`src/rtl/seg_scan_pkg.sv`:
```
// seg_scan_pkg: shared segment constants and types for the seven-segment scanner
package seg_scan_pkg;

    typedef logic [2:0] digit_idx_t;

    localparam logic [7:0] SEG_BLANK = 8'h00;
    localparam logic [7:0] DIG_OFF   = 8'hFF;

    // Active-high {g,f,e,d,c,b,a} patterns for 0-9 and A,b,C,d,E,F
    localparam logic [6:0] SEG_HEX [16] = '{
        7'h3F, 7'h06, 7'h5B, 7'h4F, 7'h66, 7'h6D, 7'h7D, 7'h07,
        7'h7F, 7'h6F, 7'h77, 7'h7C, 7'h39, 7'h5E, 7'h79, 7'h71
    };

endpackage

```
`src/rtl/hex7seg_decode.sv`:
```
// hex7seg_decode: combinational hex nibble to seven-segment pattern decode
module hex7seg_decode
    import seg_scan_pkg::*;
(
    input  logic [3:0] nibble,
    output logic [6:0] seg
);

    assign seg = SEG_HEX[nibble];

endmodule

```
`src/rtl/seg_scan_driver.sv`:
```
// seg_scan_driver: 8-digit multiplexed seven-segment scanner with frame-aligned data commit (option: LEAD_ZERO_BLANK_EN)
module seg_scan_driver
    import seg_scan_pkg::*;
#(
    parameter int CLK_DIV   = 50000,
    parameter int BLANK_CYC = 2
) (
    input  logic        clk,
    input  logic        rst,
    input  logic        load,
    input  logic [31:0] dataIn,
    input  logic [7:0]  dotIn,
    output logic        pending,
    output logic        frameDone,
    output logic [7:0]  segOut,
    output logic [7:0]  digOut
);

    localparam int DW = $clog2(CLK_DIV);

    logic [DW-1:0] div;
    digit_idx_t    idx;
    logic [39:0]   shadow;
    logic [39:0]   pendReg;
    logic [7:0]    dot;
    logic [3:0]    nibble;
    logic [6:0]    hexSeg;
    logic          tick;
    logic          boundary;
    logic          blank;
    logic          show;

    assign dot      = shadow[39:32];
    assign tick     = div == DW'(CLK_DIV - 1);
    assign boundary = tick && idx == 3'd7;
    assign blank    = div < DW'(BLANK_CYC);
    assign nibble   = shadow[{idx, 2'b00} +: 4];

    hex7seg_decode u_decode (
        .nibble(nibble),
        .seg   (hexSeg)
    );

`ifdef LEAD_ZERO_BLANK_EN
    digit_idx_t hiIdx;

    // Highest digit holding a nonzero nibble; digit 0 when the whole word is zero
    always_comb begin
        hiIdx = '0;
        for (int k = 1; k < 8; k++)
            if (shadow[4*k +: 4] != 4'h0) hiIdx = digit_idx_t'(k);
    end

    assign show = idx == 3'd0 || idx <= hiIdx || dot[idx];
`else
    assign show = 1'b1;
`endif

    // Slot prescaler and digit index; the index advances once per slot
    always_ff @(posedge clk) begin
        if (rst) begin
            div <= '0;
            idx <= '0;
        end else begin
            div <= tick ? '0 : div + 1'b1;
            if (tick) idx <= idx + 1'b1;
        end
    end

    // Capture loads into pendReg and commit to shadow only at the frame boundary
    always_ff @(posedge clk) begin
        if (rst) begin
            pendReg   <= '0;
            shadow    <= '0;
            pending   <= 1'b0;
            frameDone <= 1'b0;
        end else begin
            frameDone <= boundary;
            if (load) pendReg <= {dotIn, dataIn};
            if (boundary && load) begin
                shadow  <= {dotIn, dataIn};
                pending <= 1'b0;
            end else if (boundary && pending) begin
                shadow  <= pendReg;
                pending <= 1'b0;
            end else if (load) begin
                pending <= 1'b1;
            end
        end
    end

    // Registered digit/segment drive, dark during the anti-ghosting window
    always_ff @(posedge clk) begin
        if (rst) begin
            digOut <= DIG_OFF;
            segOut <= SEG_BLANK;
        end else begin
            digOut <= (blank || !show) ? DIG_OFF : ~(8'b1 << idx);
            segOut <= (blank || !show) ? SEG_BLANK : {dot[idx], hexSeg};
        end
    end

endmodule

```
`config.mk`:
```
export PLATFORM = sky130hd
export DESIGN_NAME = seg_scan_driver
export DESIGN_NICKNAME = d
export VERILOG_FILES = /design/src/rtl/seg_scan_pkg.sv /design/src/rtl/hex7seg_decode.sv /design/src/rtl/seg_scan_driver.sv
export SDC_FILE = /design/constraint.sdc
export NUM_CORES = 1
export LEC_CHECK = 0
export CORE_ASPECT_RATIO = 1.4
export CORE_UTILIZATION = 40
export CTS_CLUSTER_DIAMETER = 150
export DETAILED_ROUTE_END_ITERATION = 10
export PLACE_DENSITY = 0.59
export SKIP_CTS_REPAIR_TIMING = 1
export SKIP_LAST_GASP = 1
export SYNTH_ARGS = -nofsm -noshare
export SYNTH_HDL_FRONTEND = slang
export SYNTH_HIERARCHICAL = 1
export SYNTH_SLANG_ARGS = --single-unit
```
`constraint.sdc`:
```
create_clock -name clk -period 3.38 [get_ports clk]
set_input_delay 0.338 -clock clk [delete_from_list [all_inputs] [get_ports clk]]
set_output_delay 0.338 -clock clk [all_outputs]
set_load 0.005 [all_outputs]
```
# After elaboration in Yosys (flattened, before gate mapping)
# Memory sizes are Yosys's and may differ from the RTL's. A register that Yosys moved wholly into a read port is not among the register bits.
# Index checks and enable logic that the tools add are counted.
[op_classes]
add_sub_neg = 2
magnitude_cmp = 3
n_eq_ne = 2
shifts = 2
muxes = 6
bitwise_logic = 2
n_reduce_logical = 7
[op_table]
columns = ["op", "count"]
rows = [
  ["two-way mux 40 bit", 2],
  ["variable part select 40 x 6 -> 4 bit", 1],
  ["adder 16 x 1 -> 16 bit (second input constant)", 1],
  ["equality test 16 bit (second input constant)", 1],
  ["< comparator 16 x 2 -> 1 bit (second input constant)", 1],
  ["two-way mux 7 bit", 2],
  ["NOT 8 bit", 1],
  ["left shift 1 x 3 -> 8 bit (first input constant)", 1],
  ["greater-or-equal comparator 5 bit (second input constant)", 1],
  ["NOT 4 -> 5 bit", 1],
  ["< comparator 3 x 4 -> 1 bit (second input constant)", 1],
  ["OR reduction 2 bit", 2],
  ["adder 3 x 1 -> 3 bit (second input constant)", 1],
  ["binary-select mux 1 bit (select 3 bit)", 1],
  ["equality test 3 bit (second input constant)", 1],
  ["logical AND 1 bit", 3],
  ["OR reduction 3 bit", 1],
  ["nonzero test 2 bit", 1],
  ["two-way mux 1 bit", 1],
]
[totals]
regBits = 117
rom_bits = 112
inputBits = 43
out_inout_bits = 18
word_cells = 33
n_memories = 1
[mem_list]
columns = ["memory", "depth", "width", "rd", "rd_clocked_by_memory_dff", "write_ports", "line", "text"]
rows = [
  ["(no name shown)", 16, 7, 1, 1, 0, "hex7seg_decode.sv:9", "assign seg = SEG_HEX[nibble];"],
]

# Longest topological paths before layout
[logic_depth]
word_depth = 5
mapped_depth = 9
depth_no_buf = 8

# Cells and area by module
# The synthesis kept the hierarchy.
[by_module_without_submodules]
columns = ["mod", "n_inst", "cells_per_inst", "area_each_um2", "seq_area_each_um2"]
rows = [
  ["seg_scan_driver", 1, 434, 4685.7, 2342.2],
  ["hex7seg_decode", 1, 33, 290.3, 0.0],
]

# Least setup slack after synthesis
# OpenSTA, ideal clock, no wires.
[synth_timing]
kind = "flip-flop to flip-flop"
from = "reg idx[0]"
to = "reg segOut[3]"
setup_ns = 0.115
arrival_time_ns = 2.527
required_time_ns = 3.265
slack_ns = 0.738
stages_incl_launch_ff = 10
path_buffers = 1
synth_period_minus_slack_ns = 2.642
path_cell_list = "dfxtp_1 > buf_1 > mux4_2 > nand2_1 > nand2_1 > inv_1 > ha_1 > inv_1 > mux4_1 > and2_1"
[synth_via]
elab_chain_len = 2
[synth_rtl]
columns = ["item", "line", "text"]
rows = [
  ["start: declaration", "seg_scan_driver.sv:22", "digit_idx_t idx;"],
  ["start signal: assignment", "seg_scan_driver.sv:66", "if (tick) idx <= idx + 1'b1;"],
  ["variable part select 40 x 6 -> 4 bit", "seg_scan_driver.sv:37", "assign nibble = shadow[{idx, 2'b00} +: 4];"],
  ["via nibble[1]", "seg_scan_driver.sv:26", "logic [3:0] nibble;"],
  ["NOT 4 -> 5 bit (not written as such)", "hex7seg_decode.sv:9", ""],
  ["end: declaration", "seg_scan_driver.sv:15", "output logic [7:0] segOut,"],
]
# The timed path passes the listed nets, and every way through them passes these cells.
# A chain may end at the register's enable or synchronous reset.

# Worst setup path in the final report
# Same ends and word-level chain as after synthesis.

==> out/qor.csv <==
stage,metric,value,unit
outcome,run status,"complete, no violations",
clock_network,Clock transition at path regs,0.05,ns
global_route,antenna violations before repair,0,
timing,fin. max-slew vios,0,
pwr,VDD IR max,0.3107,mV
finish,fillers,1131,
timing,unrepaired setup endpoints after global routing,no,
timing,Highest Clock Rate,386.4,MHz
floorplanning,Initial Util,0.4148,
route,wire per inst,14.27,um
global_route,first-pass GRT wire length,16.45,mm
synth,synthesized area,4976,sq um
clock_network,worst-skew pair later-pin latency,0.41,ns
pwr,Leak,0.002494,uW
route,Vias/cell,5.025,
route,1st-pass router iterations,4,
synth,Post-Synthesis Cells,467,
global_route,vias in the first global route,3363,
finish,share of cells above drive strength 1,0.1639,
synth,register area share after synthesis,0.4707,
synth,largest cells by area after synthesis,"dfxtp_1 (47%), mux2i_1 (8.6%), mux2_2 (4.8%)",
job,Max Cap Viol,0,
timing,post-route setup TNS,0,ns
floorplanning,FP Rows,47,
synth,Mean Syn Cell Area,10.66,sq um
setup_path,crit path max fanout,9,
synth,Synth Flop Type,dfxtp_1,
placed_design,IO Port Bufs,60,
clock_network,CTS Buf Count,17,
floorplanning,Die Y,134.0,um
setup_path,Startpoint Class,flip-flop,
clock_network,CTS root buf,clkbuf_16,
pwr,Logic pwr share,0.055,
floorplanning,core area,12000,sq um
synth,count of cell types in the netlist,43,
timing,Tcrit/Tclk final,0.7658,
pwr,switching pwr,755.6,uW
clock_network,H-tree depth,4,
timing,final hold vios,0,
floorplanning,# IOs,61,
timing,setup violators final,0,
setup_path,CP Data Arrival Time,2.89,ns
pwr,switch share,0.2244,
timing,Worst Tran Pin Value,0.9350,ns
timing,post-layout min period,2.588,ns
min_path,worst min path class,input pin to flip-flop,
route,Starting DRT DRC Count,138,
route,DR vias,3437,
placed_design,DP Worst Slack,0.7702,ns
synth,syn nets,524,
synth,Yosys warning total,6,
global_route,gr usage total,0.1684,
floorplanning,die extent in x,96.27,um
pwr,PwrDens,539.0,nW/um^2
timing,Worst Skew,0.008915,ns
timing,relative slew slack,0.3737,
pwr,Clk pwr share,0.520,
global_route,largest net degree at the start of global routing,53,
synth,post-synthesis register bit count,117,
clock_network,CTS sink cnt,117,
global_route,total congestion overflow,0,
route,Antenna Violating Nets Remaining,0,
pwr,Cell Int Power,2612,uW
finish,# diodes,0,
setup_path,Worst Path Required,3.68,ns
clock_network,CTS tree,built,
synth,Yosys top cell area share,0.4707,
finish,Area Overhead vs Synth,25.55,%
clock_network,Longest Clk Path Bufs,2,
floorplanning,die area,12900,sq um
synth,async set or reset register ratio after synthesis,0,
finish,Layout Nets,581,
route,DRC errors left,0,
synth,cell taking the most area after synthesis,dfxtp_1,
route,final WL,9.760,mm
setup_path,CP endpoint kind,flip-flop,
setup_path,path type of the worst setup path,flip-flop to flip-flop,
timing,worst setup margin,0.7917,ns
placed_design,Placer Congestion,0.7380,
pwr,part of the power in registers,0.426,
placed_design,HPWL after DPL,6.692,mm
synth,"EDFF count, synth",0,
==> layer usage <==
metal,global-route usage,up-vias,part of all wire
met4,0.06468,0,0.014
met3,0.05499,9,0.033
met1,0.2073,1633,0.46
li1,-,1731,-
met5,0,-,0
met2,0.2699,64,0.49
==> synth_stat cells, drive strengths merged (2+ instances only) <==
| cell | number |
|---|---|
| a21oi | 4 |
| a22oi | 11 |
| and2 | 9 |
| and3 | 2 |
| buf | 11 |
| clkbuf | 17 |
| dfxtp | 117 |
| ha | 14 |
| inv | 12 |
| mux2 | 32 |
| mux2i | 43 |
| mux4 | 11 |
| nand2 | 28 |
| nand3 | 6 |
| nand4 | 5 |
| nor2 | 60 |
| nor2b | 31 |
| nor3 | 6 |
| nor4 | 4 |
| o2bb2ai | 11 |
| or2 | 3 |
| or4 | 4 |
| xnor2 | 12 |
| xor2 | 2 |
==> placed cells by master (no fill, tap or decap), types with 4 or more instances in the layout <==
master             n
and2_1             9
mux4_2            10
nand2_1           28
nor2b_1           31
dfxtp_1          117
a22oi_1           11
nor2_1            60
inv_1             12
mux2_4            11
xnor2_1           12
mux2i_1           43
clkbuf_16         17
nand3_1            5
nor3_1             6
ha_1              14
a21oi_1            4
clkinv_4           4
mux2_2            21
o2bb2ai_1         11
buf_4              6
clkdlybuf4s50_1   58
nand4_1            5
==> layout make-up <==
cell class	instances	area [sq um]	area share
well taps	147	183.9	0.02944
flip-flops and latches	117	2342	0.3749
repair buffers	66	635.6	0.1017
clock inverters	14	153.9	0.02463
inverters	12	45.04	0.007210
clock buffers	18	429.2	0.06870
multi-input cells	310	2457	0.3934
==> sequential cells by signal, summed over array words and instances (netlist names) <==
register,flops
pendReg,40
segOut,8
shadow,40
frameDone,1
digOut,8
idx,3
div,16
pending,1
==> critical path, cell delays in order, from the launching register on <==
cell and delay (ns):
dfxtp_1 0.60, mux4_2 0.56, nand2_1 0.08, nand2_1 0.13
inv_1 0.16, ha_1 0.25, inv_1 0.06, mux4_1 0.48
and2_1 0.15
==> cell families (layout without fill, tap and decap cells) <==
kind of cell | count (synthesis) | count (layout) | share of synthesized area
adder cells (fa/ha/maj) | 14 | 14 | 0.03520
XOR/XNOR | 14 | 14 | 0.02464
AND/OR/NAND/NOR | 162 | 162 | 0.1627
buffers and inverters | 40 | 110 | 0.03545
multiplexers | 86 | 86 | 0.2178
AO/OA/AOI/OAI | 34 | 34 | 0.05356
flip-flops | 117 | 117 | 0.4707
==> final timing paths <==
| check | cells past startpoint | slack, ns | start | to |
|---|---|---|---|---|
| max | 8 | 0.79 | idx[0] | segOut[3] |
| min | 3 | 0.36 | load | pending |
| max reg2reg | 8 | 0.79 | idx[0] | segOut[3] |
| min reg2reg | 1 | 0.45 | div[0] | div[0] |
==> per-stage QoR <==
step | total power [uW] | cell area [sq um] | cells | hold slack, ns | util
after floorplan | 1559 | 4976 | 467 | 0.4175 | -
after global placement | 1648 | 5664 | 652 | 0.4297 | 0.4722
after detailed placement | 1651 | 5664 | 652 | 0.4422 | 0.4722
after CTS | 3404 | 6247 | 684 | 0.3382 | 0.5208
after global routing | 3491 | 6247 | 684 | 0.3648 | 0.5208
final | 3367 | 6247 | 684 | 0.3564 | 0.5208
==> power by group through the flow <==
stage               registers, uW  logic, uW  clock network (uW)
global placement             1460        185                   0
finish                       1430        184                1750
floorplan                    1460       97.3                   0
detailed placement           1460        187                   0
CTS                          1430        187                1780
global route                 1440        203                1850
No activity file was read; power rests on OpenSTA's default activity.
==> variant: new RTL, config.mk and constraints unchanged <==
`CLK_DIV`: 50000 -> 25000.
--- a/src/rtl/seg_scan_driver.sv
+++ b/src/rtl/seg_scan_driver.sv
@@ -2,7 +2,7 @@
 module seg_scan_driver
     import seg_scan_pkg::*;
 #(
-    parameter int CLK_DIV   = 50000,
+    parameter int CLK_DIV   = 25000,
     parameter int BLANK_CYC = 2
 ) (
     input  logic        clk,
Function: no difference found for any inputs over 10 cycles, from zero or initial values and one cycle with rst high; that may be too few to reach the edited logic, so the function may still have changed.
==> variant against the unedited design <==
Setup slack better by 0.083 ns. Total power grew 1.9%. Via count down 2.2%. Wire length grew 0.70%. Area after synthesis up 0.98%. Clock skew fell by 0.0014 ns. First-iteration DRC count fell by 30%. Count of clock-buffer cells in the layout is 4 higher. Sequential cell count shrank 1. Cell area up 1.3%. Largest cell class unchanged.
==> variant: results (changes against the unedited design) <==
<table>
<tr><th>Metric</th><th>Value</th></tr>
<tr><th colspan="2">Run status</th></tr>
<tr><td>Outcome</td><td>finished clean</td></tr>
<tr><th colspan="2">Global routing</th></tr>
<tr><td>Global-route wire length before repair</td><td>16700 um (+1.6%)</td></tr>
<tr><td>Number of global-route vias before repair</td><td>3399 (+1.1%)</td></tr>
<tr><th colspan="2">Power</th></tr>
<tr><td>Maximum VDD drop</td><td>298 uV (-4.2%)</td></tr>
<tr><td>Leakage</td><td>0.00259 uW (+3.8%)</td></tr>
<tr><th colspan="2">Place</th></tr>
<tr><td>Final Wtd Congestion</td><td>0.841 (+14%)</td></tr>
<tr><td>Worst Setup Slack post-DPL</td><td>0.863 ns (+0.0926 ns)</td></tr>
<tr><td>DP Cell Count</td><td>651 (-0.15%)</td></tr>
<tr><th colspan="2">Layout</th></tr>
<tr><td>Non-filler cells in the finished layout</td><td>682 (-0.29%)</td></tr>
<tr><td>Layout cell share with drive strength beyond 1</td><td>16.9% (+0.53 points)</td></tr>
<tr><td>Area growth from synthesis to layout</td><td>26.0%</td></tr>
<tr><td>Largest registers</td><td>pendReg: 40 flops, shadow: 40 flops, div: 15 flops</td></tr>
<tr><th colspan="2">STA</th></tr>
<tr><td>Worst clock skew</td><td>0.00755 ns (-0.00136 ns)</td></tr>
<tr><td>Worst slew margin relative to its limit</td><td>47.5% (+10 points)</td></tr>
<tr><th colspan="2">Critical path</th></tr>
<tr><td>Maximum cell stage delay along the critical path</td><td>0.55 ns (-0.05 ns)</td></tr>
<tr><td>Setup slack of the worst register-to-register path</td><td>0.87 ns (+0.08 ns)</td></tr>
<tr><td>Critical path startpoint</td><td>idx[1]</td></tr>
<tr><th colspan="2">Synth</th></tr>
<tr><td>Leading cell types by count after synthesis</td><td>sky130_fd_sc_hd__dfxtp_1, sky130_fd_sc_hd__nor2_1, sky130_fd_sc_hd__mux2i_1, sky130_fd_sc_hd__nor2b_1, sky130_fd_sc_hd__mux2_4</td></tr>
<tr><td>Syn avg cell area</td><td>10.9 um^2 (+2.3%)</td></tr>
<tr><td>Nets in the synthesized netlist</td><td>518 (-1.1%)</td></tr>
<tr><td>Portion of the post-synthesis area used by sequential elements</td><td>46.2% (-0.86 points)</td></tr>
<tr><th colspan="2">Route</th></tr>
<tr><td>Routed WL</td><td>9830 um (+0.70%)</td></tr>
<tr><td>DRC marker count from the first detailed-route iteration</td><td>97 (-30%)</td></tr>
<tr><th colspan="2">Worst hold path</th></tr>
<tr><td>Hold Path End</td><td>div[2]</td></tr>
<tr><td>Hold path start</td><td>rst</td></tr>
</table>
==> variant: changes by cell type after synthesis, sizes merged, moves of 2 or more <==
cell,delta
clkbuf,-6
or4,-2
nor2,+2
buf,+5
==> variant: worst reg2reg max path, stage by stage, from the launching register on <==
cell and delay (ns):
sky130_fd_sc_hd__dfxtp_1 0.55, sky130_fd_sc_hd__mux4_2 0.55, sky130_fd_sc_hd__nand2_1 0.08, sky130_fd_sc_hd__nand2_1 0.13
sky130_fd_sc_hd__inv_1 0.16, sky130_fd_sc_hd__ha_1 0.26, sky130_fd_sc_hd__inv_1 0.06, sky130_fd_sc_hd__mux4_1 0.47
sky130_fd_sc_hd__and2_1 0.15
==> variant: cell families after synthesis <==
| kind of cell | Yosys count | synth area share [%] |
|---|---|---|
| flip-flops | 116 | 46.2 |
| buffers and inverters | 39 | 3.59 |
| XOR/XNOR | 14 | 2.44 |
| AND/OR/NAND/NOR | 161 | 16.1 |
| multiplexers | 87 | 23.3 |
| adder cells (fa/ha/maj) | 14 | 3.49 |
| AO/OA/AOI/OAI | 30 | 4.86 |
==> variant: where the power goes <==
| group | total [uW] | switching, uW | internal [uW] |
|---|---|---|---|
| clock network | 1820 | 595 | 1230 |
| logic | 185 | 83.3 | 102 |
| registers | 1420 | 15.0 | 1410 |
| total | 3430 | 694 | 2740 |
==> variant: worst max-delay path by stage <==
stage	cells after the start	slack [ns]	end
final	8	0.87	segOut[3]
after global routing	8	0.69	segOut[3]
after CTS	8	0.85	segOut[3]
after detailed placement	8	0.86	segOut[3]
after global placement	8	0.99	segOut[3]
after floorplan	9	0.71	segOut[3]
==> variant: routing by layer <==
layer,vias up,global-route usage (%),share of wire (%)
li1,1701,-,-
met1,1590,19.4,45
met2,57,27.8,50
met3,12,4.87,3.2
met4,0,6.47,1.4
met5,-,0,0
==> variant: stage by stage <==
stage	hold WS, ns	util (%)	area, um^2	power [uW]
final	0.261	51.4	6330	3430
after global routing	0.269	51.4	6330	3560
after CTS	0.254	51.4	6330	3470
after detailed placement	0.438	46.5	5720	1640
after global placement	0.434	46.5	5720	1640
after floorplan	0.418	-	5020	1550
==> variant: final cells by class <==
| class | count | area, um^2 |
|---|---|---|
| fill | 1125 | 5980 |
| inverter | 12 | 45.0 |
| clock buffer | 22 | 484 |
| timing repair buffer | 67 | 643 |
| clock inverter | 9 | 126 |
| sequential | 116 | 2320 |
| multi-input combinational | 306 | 2520 |
| tap | 150 | 188 |
